===== src/rtl/micro_sequencer.sv =====
// Microprogram sequencer: writable control store, microprogram counter, UIR,
// next-address logic with a return stack, and a sticky stack-error flag.
module micro_sequencer #(
    parameter int ADDR_W      = 4,
    parameter int CTRL_W      = 12,
    parameter int NCOND       = 4,
    parameter int STACK_DEPTH = 4
) (
    input  logic                                         clock,
    input  logic                                         reset,
    input  logic                                         start,
    input  logic                                         stall,
    input  logic [NCOND-1:0]                             cond,
    input  logic [ADDR_W-1:0]                            dispatch_addr,
    input  logic                                         prog_we,
    input  logic [ADDR_W-1:0]                            prog_addr,
    input  logic [CTRL_W+3+((NCOND>1)?$clog2(NCOND):1)+ADDR_W-1:0] prog_data,
    output logic [CTRL_W-1:0]                            ctrl_out,
    output logic [ADDR_W-1:0]                            mpc_out,
    output logic                                         running,
    output logic                                         halted,
    output logic                                         error
);

    localparam int CSEL_W = (NCOND > 1) ? $clog2(NCOND) : 1;
    localparam int WORD_W = CTRL_W + 3 + CSEL_W + ADDR_W;
    localparam int DEPTH  = 1 << ADDR_W;
    localparam int SP_W   = $clog2(STACK_DEPTH + 1);
    localparam int IDX_W  = (STACK_DEPTH > 1) ? $clog2(STACK_DEPTH) : 1;

    typedef enum logic [1:0] {
        IDLE   = 2'd0,
        RUN    = 2'd1,
        HALTED = 2'd2
    } state_e;

    typedef enum logic [2:0] {
        OP_INC      = 3'b000,
        OP_JMP      = 3'b001,
        OP_JT       = 3'b010,
        OP_JF       = 3'b011,
        OP_CALL     = 3'b100,
        OP_RET      = 3'b101,
        OP_DISPATCH = 3'b110,
        OP_HALT     = 3'b111
    } op_e;

    logic [WORD_W-1:0] store_q [DEPTH];
    logic [ADDR_W-1:0] stack_q [STACK_DEPTH];

    state_e            state_q, state_d;
    logic [ADDR_W-1:0] mpc_q, mpc_d;
    logic [WORD_W-1:0] uir_q, uir_d;
    logic [SP_W-1:0]   sp_q, sp_d;
    logic              err_q, err_d;

    logic [ADDR_W-1:0] f_addr;
    logic [CSEL_W-1:0] f_csel;
    op_e               f_op;
    logic [ADDR_W-1:0] mpc_inc;
    logic [ADDR_W-1:0] next_addr;
    logic              cond_bit;
    logic              stack_full;
    logic              stack_empty;
    logic              push_en;
    logic              write_en;

    assign f_addr      = uir_q[ADDR_W-1:0];
    assign f_csel      = uir_q[ADDR_W +: CSEL_W];
    assign f_op        = op_e'(uir_q[ADDR_W+CSEL_W +: 3]);
    assign mpc_inc     = mpc_q + ADDR_W'(1);
    assign stack_full  = (sp_q == SP_W'(STACK_DEPTH));
    assign stack_empty = (sp_q == '0);

    // Writes are accepted only outside RUN, and a same-cycle start wins.
    assign write_en = prog_we && (state_q != RUN) && !start;

    // Out-of-range condition selects fall back to condition 0.
    always_comb begin
        cond_bit = cond[0];
        for (int i = 0; i < NCOND; i++) begin
            if (f_csel == CSEL_W'(i)) cond_bit = cond[i];
        end
    end

    always_comb begin
        next_addr = mpc_inc;
        unique case (f_op)
            OP_JMP, OP_CALL: next_addr = f_addr;
            OP_JT:           next_addr = cond_bit ? f_addr : mpc_inc;
            OP_JF:           next_addr = cond_bit ? mpc_inc : f_addr;
            OP_RET:          next_addr = stack_q[IDX_W'(sp_q - SP_W'(1))];
            OP_DISPATCH:     next_addr = dispatch_addr;
            default:         next_addr = mpc_inc;
        endcase
    end

    // NOTE: every signal driven here gets a default first so no latches are inferred.
    always_comb begin
        state_d = state_q;
        mpc_d   = mpc_q;
        uir_d   = uir_q;
        sp_d    = sp_q;
        err_d   = err_q;
        push_en = 1'b0;
        unique case (state_q)
            IDLE, HALTED: begin
                if (start) begin
                    state_d = RUN;
                    mpc_d   = '0;
                    uir_d   = store_q[0];
                    sp_d    = '0;
                end
            end
            RUN: begin
                if (!stall) begin
                    if (f_op == OP_HALT) begin
                        state_d = HALTED;
                    end else if (f_op == OP_CALL && stack_full) begin
                        err_d   = 1'b1;
                        state_d = HALTED;
                    end else if (f_op == OP_RET && stack_empty) begin
                        err_d   = 1'b1;
                        state_d = HALTED;
                    end else begin
                        if (f_op == OP_CALL) begin
                            push_en = 1'b1;
                            sp_d    = sp_q + SP_W'(1);
                        end else if (f_op == OP_RET) begin
                            sp_d = sp_q - SP_W'(1);
                        end
                        mpc_d = next_addr;
                        uir_d = store_q[next_addr];
                    end
                end
            end
            default: state_d = IDLE;
        endcase
    end

    // NOTE: sequential state uses non-blocking assignments so all registers update together.
    always_ff @(posedge clock) begin
        if (reset) begin
            state_q <= IDLE;
            mpc_q   <= '0;
            uir_q   <= '0;
            sp_q    <= '0;
            err_q   <= 1'b0;
        end else begin
            state_q <= state_d;
            mpc_q   <= mpc_d;
            uir_q   <= uir_d;
            sp_q    <= sp_d;
            err_q   <= err_d;
        end
    end

    // NOTE: control store and stack entries are deliberately not reset; the store
    // survives reset and the stack pointer alone defines which entries are valid.
    always_ff @(posedge clock) begin
        if (write_en) store_q[prog_addr] <= prog_data;
        if (push_en) stack_q[IDX_W'(sp_q)] <= mpc_inc;
    end

    assign ctrl_out = (state_q == RUN) ? uir_q[WORD_W-1 -: CTRL_W] : '0;
    assign mpc_out  = mpc_q;
    assign running  = (state_q == RUN);
    assign halted   = (state_q == HALTED);
    assign error    = err_q;

endmodule


===== config.mk =====
export PLATFORM = sky130hd
export DESIGN_NAME = micro_sequencer
export DESIGN_NICKNAME = d
export VERILOG_FILES = /design/src/rtl/micro_sequencer.sv
export SDC_FILE = /design/constraint.sdc
export NUM_CORES = 1
export LEC_CHECK = 0
export CAP_MARGIN = 20
export CORE_AREA = 2 2 191 193
export CTS_BUF_LIST = sky130_fd_sc_hd__clkbuf_16
export DETAILED_ROUTE_END_ITERATION = 7
export DIE_AREA = 0 0 193 195
export PLACE_DENSITY = 0.68
export SYNTH_ARGS = -nofsm -noshare
export SYNTH_HDL_FRONTEND = slang
export SYNTH_SLANG_ARGS = --single-unit

===== constraint.sdc =====
create_clock -name clock -period 6.3 [get_ports clock]
set_input_delay 1.26 -clock clock [delete_from_list [all_inputs] [get_ports clock]]
set_output_delay 1.26 -clock clock [all_outputs]
set_load 0.005 [all_outputs]

==> reports/qor_table.md <==
| Step | Result | This run |
| --- | --- | --- |
| timing | Transition at the pin with the smallest max-transition slack | 1.09 ns |
| floorplan | IO Pins | 57 |
| timing | RSZ-0062 raised after global routing | false |
| power | Power Density | 356 nW/um^2 |
| floorplan | Initial core utilization | 0.449 |
| clocking | CTS H-tree depth | 2 |
| worst setup path | Endpoint type of the worst setup path | output pin |
| timing | Timing-limited maximum frequency | 0.223 GHz |
| logic synthesis | Number of enable flip-flop cells after synthesis | 352 |
| global routing | Antenna violations before repair | 0 |
| placement | Count of placed standard cells including taps | 1659 |
| cells and area | Area growth from synthesis to layout | 13.6% |
| outcome | Result of the run | finished clean |
| worst setup path | FF-to-FF Start | sp_q[0] |
| cells and area | Register area | 11200 um^2 |
| logic synthesis | Share of the synthesized area in the top cell type | 0.666 |
| logic synthesis | Fraction of synthesis flops using an asynchronous set or reset pin | 0 |
| route | Number of nets with antenna violations after routing | 0 |
| worst setup path | CP Capture Point | ctrl_out[0] |
| clocking | Latest clock arrival within the worst-skew pair | 0.53 ns |
| route | DR pass1 iterations | 5 |
| route | DRC violation count after routing | 0 |
| hold path | Hold path depth | 2 |
| timing | Time the final worst path needs with I/O delays and setup | 4.49 ns |
| worst setup path | Crit Path Max Fanout | 35 |
| global routing | Largest net degree at the start of global routing | 71 |
| worst setup path | Crit path cell chain | nand2b_1, buf_4, clkinv_1, and2_1, clkdlybuf4s50_1 |
| cells and area | Non-filler instance count after layout | 1732 |
| cells and area | Area of combinational cells with multiple inputs | 4220 um^2 |
| timing | Total Neg Setup Slack | 0 ns |
| worst setup path | Critical Path Slowest Stage Cell | clkinv_1 |
| worst setup path | Critical path class | flip-flop to output pin |
| route | Routed vias/inst | 5.84 |
| clocking | CTS buffer count | 39 |
| power | Peak supply drop | 0.302 mV |
| cells and area | Layout cells sized above 1 | 0.103 |
| clocking | Clock transition time at the flip-flop clock pins of the worst setup and hold paths | 0.06 ns |
| cells and area | Final-layout fill cell count | 3032 |
| logic synthesis | Ys Warns | 0 |
| placement | Count of input and output buffers | 56 |
| worst setup path | Reg-to-Reg End | uir_q[16] |
| clocking | Cts repair resizes | 0 |
| timing | Final worst path period share | 0.713 |
| logic synthesis | Synth cell types | 63 |
| worst setup path | Setup slack of the most critical reg-to-reg path | 2.12 ns |
| power | Total power | 6.42 mW |
| route | WL final | 38800 um |
| clocking | # Post-CTS Setup Buffers | 0 |
| timing | Final Hold Fails | 0 |
| placement | Weighted congestion reported at the end of routability-driven placement | 0.799 |
| cells and area | Final Net Count | 1286 |
| worst setup path | Critical path launch point | state_q[1] |
| floorplan | Overall die area | 37600 um^2 |
| logic synthesis | Cell count after synthesis | 1189 |
| logic synthesis | Cell area after technology mapping | 15900 um^2 |
| global routing | Vias in the first global route | 9522 |
| clocking | CTS tree | yes |
| worst setup path | Slowest cell delay on critical path | 0.82 ns |
| global routing | Global-route wire length before repair | 58000 um |
| placement | Half-perimeter wire length after detailed placement | 22300 um |
| worst setup path | Critical path required time | 5.04 ns |
| clocking | Hold bufs inserted after CTS | 0 |
| worst setup path | R2r worst-path depth | 11 |
| route | Routed wire length per instance | 22.4 um |
| worst setup path | Critical Path Source Type | flip-flop |
| logic synthesis | Largest area contributor in the netlist | edfxtp_1 |
| hold path | Worst hold path class | flip-flop to flip-flop |
| global routing | Global Route Usage Sum | 0.205 |
| power | Leakage power total | 6.05 nW |
| floorplan | Die H | 195 um |
| route | DR vias | 10100 |
| logic synthesis | Post-synthesis sequential element count | 383 |
| worst setup path | Critical path arrival | 3.23 ns |
| timing | Final setup skew | 0.0204 ns |
| logic synthesis | Mean post-synth cell area | 13.4 um^2 |
| logic synthesis | Part of the Yosys area used for sequential elements | 0.705 |
| timing | Max-Slew Margin vs Limit | 0.251 |
| job | Max-cap check violation count | 0 |
| timing | Slew Limit Fails | 0 |
| logic synthesis | Total nets after synthesis | 1234 |
| floorplan | Die Width | 193 um |
| global routing | Final global-route overflow total | 0 |
| route | First DRT Iteration DRCs | 1020 |
| timing | Setup violators final | 0 |
| floorplan | Number of core rows | 69 |
| clocking | Max Root-Sink Buffers | 3 |
| clocking | Buffer cell driving the clock tree root | clkbuf_16 |
| logic synthesis | Top cells by area, synth | edfxtp_1, nand2_1, dfxtp_1 |
| logic synthesis | Post-synth top flop | edfxtp_1 |
| cells and area | Antenna cells | 0 |
| clocking | Sink count of the clock tree | 383 |
| floorplan | Core ar. | 35400 um^2 |
## flip-flops by register name, summed over array words and instances, names as in the netlist
name     cells
mpc_out      4
error        1
state_q      2
sp_q         3
uir_q       21
stack_q     16
store_q    336
## worst max-delay path: cells and delay by family, from the launching register on
family	cells	cell delay, ns
AND/OR/NAND/NOR	2	0.61
flip-flops	1	0.32
buffers and inverters	3	1.76
## power by group
part,leakage (nW),switching (mW),internal [mW]
registers,3.42,0.0526,2.82
logic,2.02,1.01,0.498
clock network,0.615,0.921,1.12
total,6.05,1.98,4.44
## cell families (layout without fill, tap and decap cells)
| group | after synthesis | in the layout | synth area share |
|---|---|---|---|
| and+or+nand+nor | 446 | 446 | 0.128 |
| DFF | 383 | 383 | 0.705 |
| AOI/OAI and AO/OA | 222 | 222 | 0.0990 |
| buffers and inverters | 94 | 176 | 0.0354 |
| muxes | 31 | 31 | 0.0236 |
| adders and majority gates | 7 | 7 | 0.00552 |
| xor gates and xnor gates | 6 | 6 | 0.00378 |
## per-stage QoR
step | hold WS [ns] | util | area, um^2 | setup WS [ns]
after global placement | 0.478 | 0.477 | 16900 | 1.38
after global routing | 0.522 | 0.510 | 18000 | 1.63
final | 0.494 | 0.510 | 18000 | 1.81
after detailed placement | 0.489 | 0.477 | 16900 | 1.28
after floorplan | 0.460 | - | 15900 | 2.59
after CTS | 0.496 | 0.509 | 18000 | 1.82
## cell usage in the layout, fill, tap and decap left out, types with 7 or more instances in the layout
cell type          n
clkbuf_16         39
a22oi_1           22
nand2_1          228
buf_4             33
clkdlybuf4s50_1   56
and2_1            18
nand3_1           71
mux2i_1           24
a21oi_1           91
dfxtp_1           31
nand3b_1          21
a211oi_1          25
edfxtp_1         352
and3_1            16
a311oi_1          27
inv_1             28
clkinv_1           9
o21ai_0            7
ha_1               7
nor2_1            37
a311oi_2          10
a221oi_1          18
nor2_2            12
## final cells by class
cell class                      count  area share
Clock buffer                       39      0.0541
Timing Repair Buffer               94      0.0498
Inverter                           11     0.00229
Tap cell                          461      0.0320
Multi-Input combinational cell    712       0.234
Sequential cell                   383       0.620
Clock inverter                     32     0.00791
## cells in the mapped netlist, types with 2 or more instances
library cell,count
o21ai_0,7
clkbuf_1,31
nor2b_1,2
nor2_1,50
a221oi_1,18
buf_2,25
and2_1,19
nand2_1,229
o2111ai_1,2
dfxtp_1,31
dlygate4sd3_1,2
buf_6,10
a22oi_1,22
ha_1,7
nand3_1,71
xnor2_1,3
nor3_1,9
and3_2,5
nand4_1,6
inv_1,10
buf_4,7
xor2_1,2
mux2_2,2
a21o_1,4
nand3b_1,21
a311oi_2,10
mux4_2,5
a211oi_2,2
clkbuf_8,3
a211oi_1,25
or3_1,3
o21bai_1,2
edfxtp_1,352
mux2i_1,24
a21oi_1,92
nor4_1,4
nand2b_1,5
a311oi_1,27
and3_1,16
## worst min path at each step
stage                       to  slack, ns        from
floorplan                error       0.46       error
finish               uir_q[17]       0.49   uir_q[17]
detailed placement   uir_q[17]       0.49   uir_q[17]
global route         uir_q[18]       0.52   uir_q[18]
global placement    mpc_out[3]       0.48  mpc_out[3]
CTS                  uir_q[17]       0.50   uir_q[17]
## layer usage
metal,GRT usage,vias to the layer above,part of all wire
met2,0.326,450,0.48
met4,0.0673,0,0.029
met1,0.290,4998,0.41
met3,0.0332,74,0.080
li1,-,4590,-
met5,0,-,0
Power figures use the tool's default switching activity.
